### src/rtl/riscv_pkg.sv
`default_nettype none
// ============================================================================
// Module   : riscv_pkg
// Brief    : Shared RV32I pipeline types and constants.
// Revision : 1.0 - initial release
// ============================================================================
package riscv_pkg;

  localparam int XLEN = 32;

  typedef logic [XLEN-1:0] instr_t;
  typedef logic [XLEN-1:0] addr_t;

  // addi x0,x0,0 : the canonical bubble inserted on reset and on redirect
  localparam instr_t NOP_INSTR = 32'h0000_0013;
  localparam addr_t  RESET_PC  = 32'h0000_0000;
  localparam addr_t  PC_INCR   = 32'd4;

endpackage
`default_nettype wire

### src/rtl/fetch_decode_if.sv
`default_nettype none
// ============================================================================
// Module   : fetch_decode_if
// Brief    : Fetch-to-decode pipeline bundle (instruction and its PC).
// Revision : 1.0 - initial release
// ============================================================================
interface fetch_decode_if;
  import riscv_pkg::*;

  addr_t  pc;
  instr_t instruction;

  modport fetch (
    output pc,
    output instruction
  );

  modport decode (
    input pc,
    input instruction
  );

endinterface
`default_nettype wire

### src/rtl/memory_fetch_if.sv
`default_nettype none
// ============================================================================
// Module   : memory_fetch_if
// Brief    : Fetch-stage <-> instruction-memory / control handshake bundle.
// Revision : 1.0 - initial release
// ============================================================================
interface memory_fetch_if;
  import riscv_pkg::*;

  logic   read_enable;
  logic   take_branch;
  addr_t  condpc;
  instr_t write_instruction;
  addr_t  imem_addr;
  addr_t  npc;

  modport fetch (
    input  read_enable,
    input  take_branch,
    input  condpc,
    input  write_instruction,
    output imem_addr,
    output npc
  );

  modport mem (
    output read_enable,
    output take_branch,
    output condpc,
    output write_instruction,
    input  imem_addr,
    input  npc
  );

endinterface
`default_nettype wire

### src/rtl/pc_gen.sv
`default_nettype none
// ============================================================================
// Module   : pc_gen
// Brief    : Program counter register with redirect/increment next-PC mux.
// Revision : 1.0 - initial release
// ============================================================================
module pc_gen
  import riscv_pkg::*;
#(
  parameter addr_t RESET_PC = riscv_pkg::RESET_PC
) (
  input  logic  clk,
  input  logic  reset,        // asynchronous, active-low
  input  logic  read_enable,
  input  logic  take_branch,
  input  addr_t condpc,
  output addr_t pc,
  output addr_t npc
);

  addr_t r_pc;
  addr_t w_npc;

  // Sequential successor; 32-bit add wraps naturally past 0xFFFF_FFFC
  assign w_npc = r_pc + PC_INCR;

  // PC register: redirect beats stall, condpc low bits dropped for alignment
  always_ff @(posedge clk or negedge reset) begin
    if (!reset) begin
      r_pc <= RESET_PC;
    end else if (take_branch) begin
      r_pc <= {condpc[31:2], 2'b00};
    end else if (read_enable) begin
      r_pc <= w_npc;
    end
  end

  assign pc  = r_pc;
  assign npc = w_npc;

endmodule
`default_nettype wire

### src/rtl/instruction_fetch.sv
`default_nettype none
// ============================================================================
// Module   : instruction_fetch
// Brief    : RV32I IF stage - owns the PC, latches fetched word into IR and
//            hands IR plus its address to decode.
// Revision : 1.0 - initial release
// ============================================================================
module instruction_fetch
  import riscv_pkg::*;
#(
  parameter addr_t  RESET_PC  = riscv_pkg::RESET_PC,
  parameter instr_t NOP_INSTR = riscv_pkg::NOP_INSTR
) (
  input  logic         clk,
  input  logic         reset,     // asynchronous, active-low
  output instr_t       IR,
  memory_fetch_if.fetch fetch_if,
  fetch_decode_if.fetch dec_if
);

  addr_t  w_pc;
  addr_t  w_npc;
  instr_t r_ir;
  addr_t  r_dec_pc;

  pc_gen #(
    .RESET_PC (RESET_PC)
  ) u_pc_gen (
    .clk         (clk),
    .reset       (reset),
    .read_enable (fetch_if.read_enable),
    .take_branch (fetch_if.take_branch),
    .condpc      (fetch_if.condpc),
    .pc          (w_pc),
    .npc         (w_npc)
  );

  // IF/ID register: bubble on redirect, capture on enable, hold on stall
  always_ff @(posedge clk or negedge reset) begin
    if (!reset) begin
      r_ir     <= NOP_INSTR;
      r_dec_pc <= RESET_PC;
    end else if (fetch_if.take_branch) begin
      r_ir     <= NOP_INSTR;
      r_dec_pc <= w_pc;
    end else if (fetch_if.read_enable) begin
      r_ir     <= fetch_if.write_instruction;
      r_dec_pc <= w_pc;
    end
  end

  assign fetch_if.imem_addr = w_pc;
  assign fetch_if.npc       = w_npc;
  assign IR                 = r_ir;
  assign dec_if.instruction = r_ir;
  assign dec_if.pc          = r_dec_pc;

endmodule
`default_nettype wire

### src/flat_wrapper.sv
// flat-port wrapper written by rule: the top's interface ports become plain ports
module instruction_fetch_flat import riscv_pkg::*;
#(
  parameter addr_t  RESET_PC  = riscv_pkg::RESET_PC,
  parameter instr_t NOP_INSTR = riscv_pkg::NOP_INSTR
)
  (clk, reset, IR, fetch_if_read_enable, fetch_if_take_branch, fetch_if_condpc, fetch_if_write_instruction, fetch_if_imem_addr, fetch_if_npc, dec_if_pc, dec_if_instruction);
  memory_fetch_if fetch_if_i ();
  fetch_decode_if dec_if_i ();
  input  logic clk;
  input  logic reset;
  output instr_t IR;
  input wire logic [$bits(fetch_if_i.read_enable)-1:0] fetch_if_read_enable;
  input wire logic [$bits(fetch_if_i.take_branch)-1:0] fetch_if_take_branch;
  input wire logic [$bits(fetch_if_i.condpc)-1:0] fetch_if_condpc;
  input wire logic [$bits(fetch_if_i.write_instruction)-1:0] fetch_if_write_instruction;
  output wire logic [$bits(fetch_if_i.imem_addr)-1:0] fetch_if_imem_addr;
  output wire logic [$bits(fetch_if_i.npc)-1:0] fetch_if_npc;
  output wire logic [$bits(dec_if_i.pc)-1:0] dec_if_pc;
  output wire logic [$bits(dec_if_i.instruction)-1:0] dec_if_instruction;
  assign fetch_if_i.read_enable = fetch_if_read_enable;
  assign fetch_if_i.take_branch = fetch_if_take_branch;
  assign fetch_if_i.condpc = fetch_if_condpc;
  assign fetch_if_i.write_instruction = fetch_if_write_instruction;
  assign fetch_if_imem_addr = fetch_if_i.imem_addr;
  assign fetch_if_npc = fetch_if_i.npc;
  assign dec_if_pc = dec_if_i.pc;
  assign dec_if_instruction = dec_if_i.instruction;
  instruction_fetch #(.RESET_PC(RESET_PC), .NOP_INSTR(NOP_INSTR)) u_core (.clk(clk), .reset(reset), .IR(IR), .fetch_if(fetch_if_i), .dec_if(dec_if_i));
endmodule
### config.mk
export PLATFORM = sky130hd
export DESIGN_NAME = instruction_fetch_flat
export DESIGN_NICKNAME = d
export VERILOG_FILES = /design/src/rtl/riscv_pkg.sv /design/src/rtl/fetch_decode_if.sv /design/src/rtl/memory_fetch_if.sv /design/src/rtl/pc_gen.sv /design/src/rtl/instruction_fetch.sv /design/src/flat_wrapper.sv
export SDC_FILE = /design/constraint.sdc
export NUM_CORES = 1
export LEC_CHECK = 0
export ABC_CLOCK_PERIOD_IN_PS = 3400
export CORE_MARGIN = 2
export CORE_UTILIZATION = 42
export CTS_CLUSTER_DIAMETER = 150
export DETAILED_ROUTE_END_ITERATION = 6
export PLACE_DENSITY = 0.78
export SLEW_MARGIN = 0
export SYNTH_ARGS = -nofsm -noshare
export SYNTH_HDL_FRONTEND = slang
export SYNTH_SLANG_ARGS = --single-unit
### constraint.sdc
create_clock -name clk -period 3.4 [get_ports clk]
set_clock_uncertainty 0.1 [all_clocks]
set_input_delay 0.85 -clock clk [delete_from_list [all_inputs] [get_ports clk]]
set_output_delay 0.85 -clock clk [all_outputs]
set_load 0.02 [all_outputs]
-- Word level (Yosys, flattened, before mapping)
Cells that the tools add are included.
- input bits: 68
- output and inout bits: 160
- flip-flop bits (word level): 96
- add/sub/neg operators: 1
- reductions and logical operators: 1
- multiplexer cells: 6
- operator list (operator ; count):
    32-bit 2-to-1 mux ; 6
    32-bit by 3-bit adder with 32-bit output, second input constant ; 1
    2-bit nonzero test ; 1

-- Longest topological paths before layout
- word-level depth: 3
- mapped depth: 7
- gate-level depth less buffers: 5

-- Cells and area by module
From an unflattened synthesis, not the netlist that was laid out.
- cells, all modules: 486
- area total of the unflattened synthesis: 5178.7 µm²
- by module, submodules not included (module ; area an instance (µm²) ; times used ; cells an instance):
    instruction_fetch ; 2895.3 ; 1 ; 204
    pc_gen ; 2283.4 ; 1 ; 282

-- Least setup slack after synthesis
No wires, ideal clock.
- kind: register -> output
- start: reg u_core.u_pc_gen.r_pc[2], in the netlist u_core.u_pc_gen.pc[2]
- end: out fetch_if_npc[22]
- stages on the path, launching flop included: 8
- path slack: 0.036 ns
- path buffers: 2
- data arrival time: 2.414 ns
- data required time: 2.450 ns
- path through: dfrtp_1 > ha_1 > nand3_1 > or4_1 > buf_2 > clkbuf_1 > nor3_1 > xor2_1
- cells in the longest elaborated chain, start to end: 1
- RTL lines (item ; RTL line ; RTL):
    start, declared ; pc_gen.sv:21 ; addr_t r_pc;
    start signal, assigned ; pc_gen.sv:32 ; r_pc <= {condpc[31:2], 2'b00};
    start signal, assigned ; pc_gen.sv:34 ; r_pc <= w_npc;
    32-bit by 3-bit adder with 32-bit output ; pc_gen.sv:25 ; assign w_npc = r_pc + PC_INCR;
    end, declared ; flat_wrapper.sv:18 ; output wire logic [$bits(fetch_if_i.npc)-1:0] fetch_if_npc;
No other way between the ends.

-- Worst setup path after layout
- start: reg u_core.u_pc_gen.r_pc[2], in the netlist u_core.u_pc_gen.pc[2]
- end: out fetch_if_npc[28]
The elaborated chain is that of the path after synthesis.

==> impl_metrics.json <==
{
  "status": "finished, violations left",
  "violations": "design-rule violations",
  "period_share_pct": 95.9,
  "wl_um": 14300,
  "yosys_warnings": 0,
  "drt-initial-drc-count": 270,
  "synth.distinct_cells": 41,
  "ys_ff_latch": 92,
  "clock_sinks": 92,
  "clk_latency_ps": 340,
  "clkPwrFrac_pct": 29.8,
  "drcViolationCount": 2,
  "fin_cells": 845,
  "drive_gt1_share_pct": 15.1,
  "cap_violations": 0,
  "p_sw_share_pct": 30.5,
  "ir_worst_vdd_mv": 0.215,
  "grt_usage_pct": 21.9,
  "vias_per_cell": 5.25,
  "cts_root_buf": "clkbuf_16",
  "die_area_um2": 12600,
  "powerDensity_nw_per_um2": 432,
  "synth_enable_flop_cells": 0,
  "initial_core_util_pct": 43.1,
  "syn_inst": 498,
  "grt_overflow": 0,
  "clk_transition_reported_paths_ps": 60,
  "dp_slack_ps": -54.2,
  "gp_congestion": 0.883,
  "fin_crit_ps": 3260,
  "dpl.hpwl_um": 10400,
  "grt_pass1_vias": 4391,
  "firstDrtPassIters": 7,
  "finalHoldViolCount": 0,
  "htreeDepth": 3,
  "cp-end-kind": "output port",
  "die_h_um": 112,
  "core_um2": 11400,
  "synthArstFlopShare_pct": 100,
  "antenna_found_initial": 0,
  "die_w_um": 112,
  "cts_tree": "done",
  "postCtsSetupBuffers": 0,
  "routedWlPerCell_um": 17.0,
  "port_buffers": 219,
  "ant_nets": 0,
  "yosysSeqAreaShare_pct": 46.9,
  "layout.nets": 768,
  "layout_commonest_cell": "clkdlybuf4s50_1",
  "hold_path_class": "reg -> reg",
  "leakage_uw": 0.00316,
  "p_seq_share_pct": 39.3,
  "cts_buffers": 9,
  "syn_to_final_growth_pct": 51.3,
  "fmax_mhz": 307,
  "p_comb_share_pct": 30.9,
  "worstMarginPinSlew_ps": 993,
  "required_ps": 2450,
  "final_cell_mix": "clkdlybuf4s50_1 (196), dfrtp_1 (89), nand2_1 (50)",
  "clockBufferDepth": 2,
  "syn_area_per_cell_um2": 9.88,
  "final-setup-viol-count": 0,
  "dpl.cell_count": 831,
  "syn_area_um2": 4920,
  "maxSlewViolCount": 0,
  "rows": 39,
  "postCtsHoldBufs": 0,
  "ioPinCount": 228,
  "arrival_ps": 2310,
  "setup_tns_ps": 0,
  "setup_ws_ps": 138,
  "p_sw_uw": 978,
  "crit_path_start_kind": "flop",
  "antenna_cells": 0,
  "intPower_uw": 2230,
  "synth_ff_type": "dfrtp_1",
  "critPathKind": "reg -> out",
  "relSlewSlack_pct": 33.8,
  "grt_max_degree": 77,
  "dr_total_vias": 4435,
  "cp_max_fo": 4,
  "grt_pass1_wl_um": 22400
}
synth_stat cells, types with 6 or more instances:
cell       n  area share (%)
buf_2      6            0.61
mux2_2    25             5.7
buf_4     41             6.3
nand4_1   16             2.0
nand3_1   14             1.4
xnor2_1   27             4.8
nor3_1     7            0.71
dfrtp_1   89              45
or4_1      9             1.4
nor2_1    47             3.6
a31oi_1    8             1.0
nor4_1    11             1.4
xor2_1    14             2.5
inv_1      6            0.46
nand2_1   50             3.8
mux2i_1   33             6.7
clkbuf_1  25             1.9
o31ai_1    6            0.92
o21ai_0   20             2.0
repair_timing:
item | CTS | global route
setup endpoints to repair | 19 | 8
resized for setup | 26 | 15
cloned | 0 | 0
path summary, 6_finish.rpt:
path	from	end	slack, ps	cells after the start
max in group asynchronous	reset	u_core.u_pc_gen.pc[25]$_DFFE_PN0N_	1890	2
worst max-delay path	u_core.u_pc_gen.pc[2]$_DFFE_PN0N_	fetch_if_npc[28]	140	6
worst min register to register	u_core.dec_if.pc[31]$_DFFE_PN0N_	u_core.dec_if.pc[31]$_DFFE_PN0N_	380	2
worst max register to register	u_core.u_pc_gen.pc[2]$_DFFE_PN0N_	u_core.u_pc_gen.pc[24]$_DFFE_PN0N_	930	7
min in group asynchronous	reset	u_core.dec_if.pc[6]$_DFFE_PN0N_	550	1
worst min-delay path	u_core.dec_if.pc[31]$_DFFE_PN0N_	u_core.dec_if.pc[31]$_DFFE_PN0N_	380	2
layout make-up:
type / instances / area (µm²)
tap: 143 / 179
inverter: 7 / 26.3
clock inverter: 3 / 40.0
sequential: 92 / 2310
multi-input combinational: 326 / 2190
fill: 883 / 3980
timing repair buffer: 263 / 2470
clock buffer: 11 / 233
per-layer routing:
layer / track usage [%] / part of all wire, %
met1: 27.9 / 41
met2: 36.1 / 49
met3: 5.56 / 7.5
met4: 8.13 / 2.2
met5: 0 / 0
worst max-delay path, stage by stage, from the launching register on:
cell      delay [ps]
dfrtp_1          360
ha_2             220
nand3_1          120
or4_4            560
or3_1            350
xnor2_1          170
clkbuf_2         200
cell families after synthesis:
kind of cell	after synthesis	synth area share, %
buf+inv	85	9.79
other cells	1	0.0762
compound gates	46	5.92
flops	92	46.9
fa+ha+maj	1	0.254
simple gates	174	17.4
xor+xnor	41	7.30
mux	58	12.4
sequential cells by signal, indices dropped and copies added (netlist names):
signal              count
u_core.IR              32
u_core.dec_if.pc       30
u_core.u_pc_gen.pc     30
per-stage QoR:
step	power [µW]	instance area [µm²]	utilization [%]	hold slack [ps]
5_1_grt	3350	7440	65.2	422
3_3_place_gp	2270	7190	62.9	364
3_5_place_dp	2290	7190	62.9	378
2_1_floorplan	1790	4940	-	454
6_report	3210	7440	65.2	384
4_1_cts	3240	7450	65.2	391
power by group through the flow:
stage | clock [µW] | sequential, µW | combinational [µW]
5_1_grt | 1020 | 1280 | 1050
3_5_place_dp | 0 | 1280 | 1010
2_1_floorplan | 0 | 1410 | 376
3_3_place_gp | 0 | 1270 | 997
6_report | 957 | 1260 | 992
4_1_cts | 976 | 1260 | 1000
(Power assumes the default switching activity.)
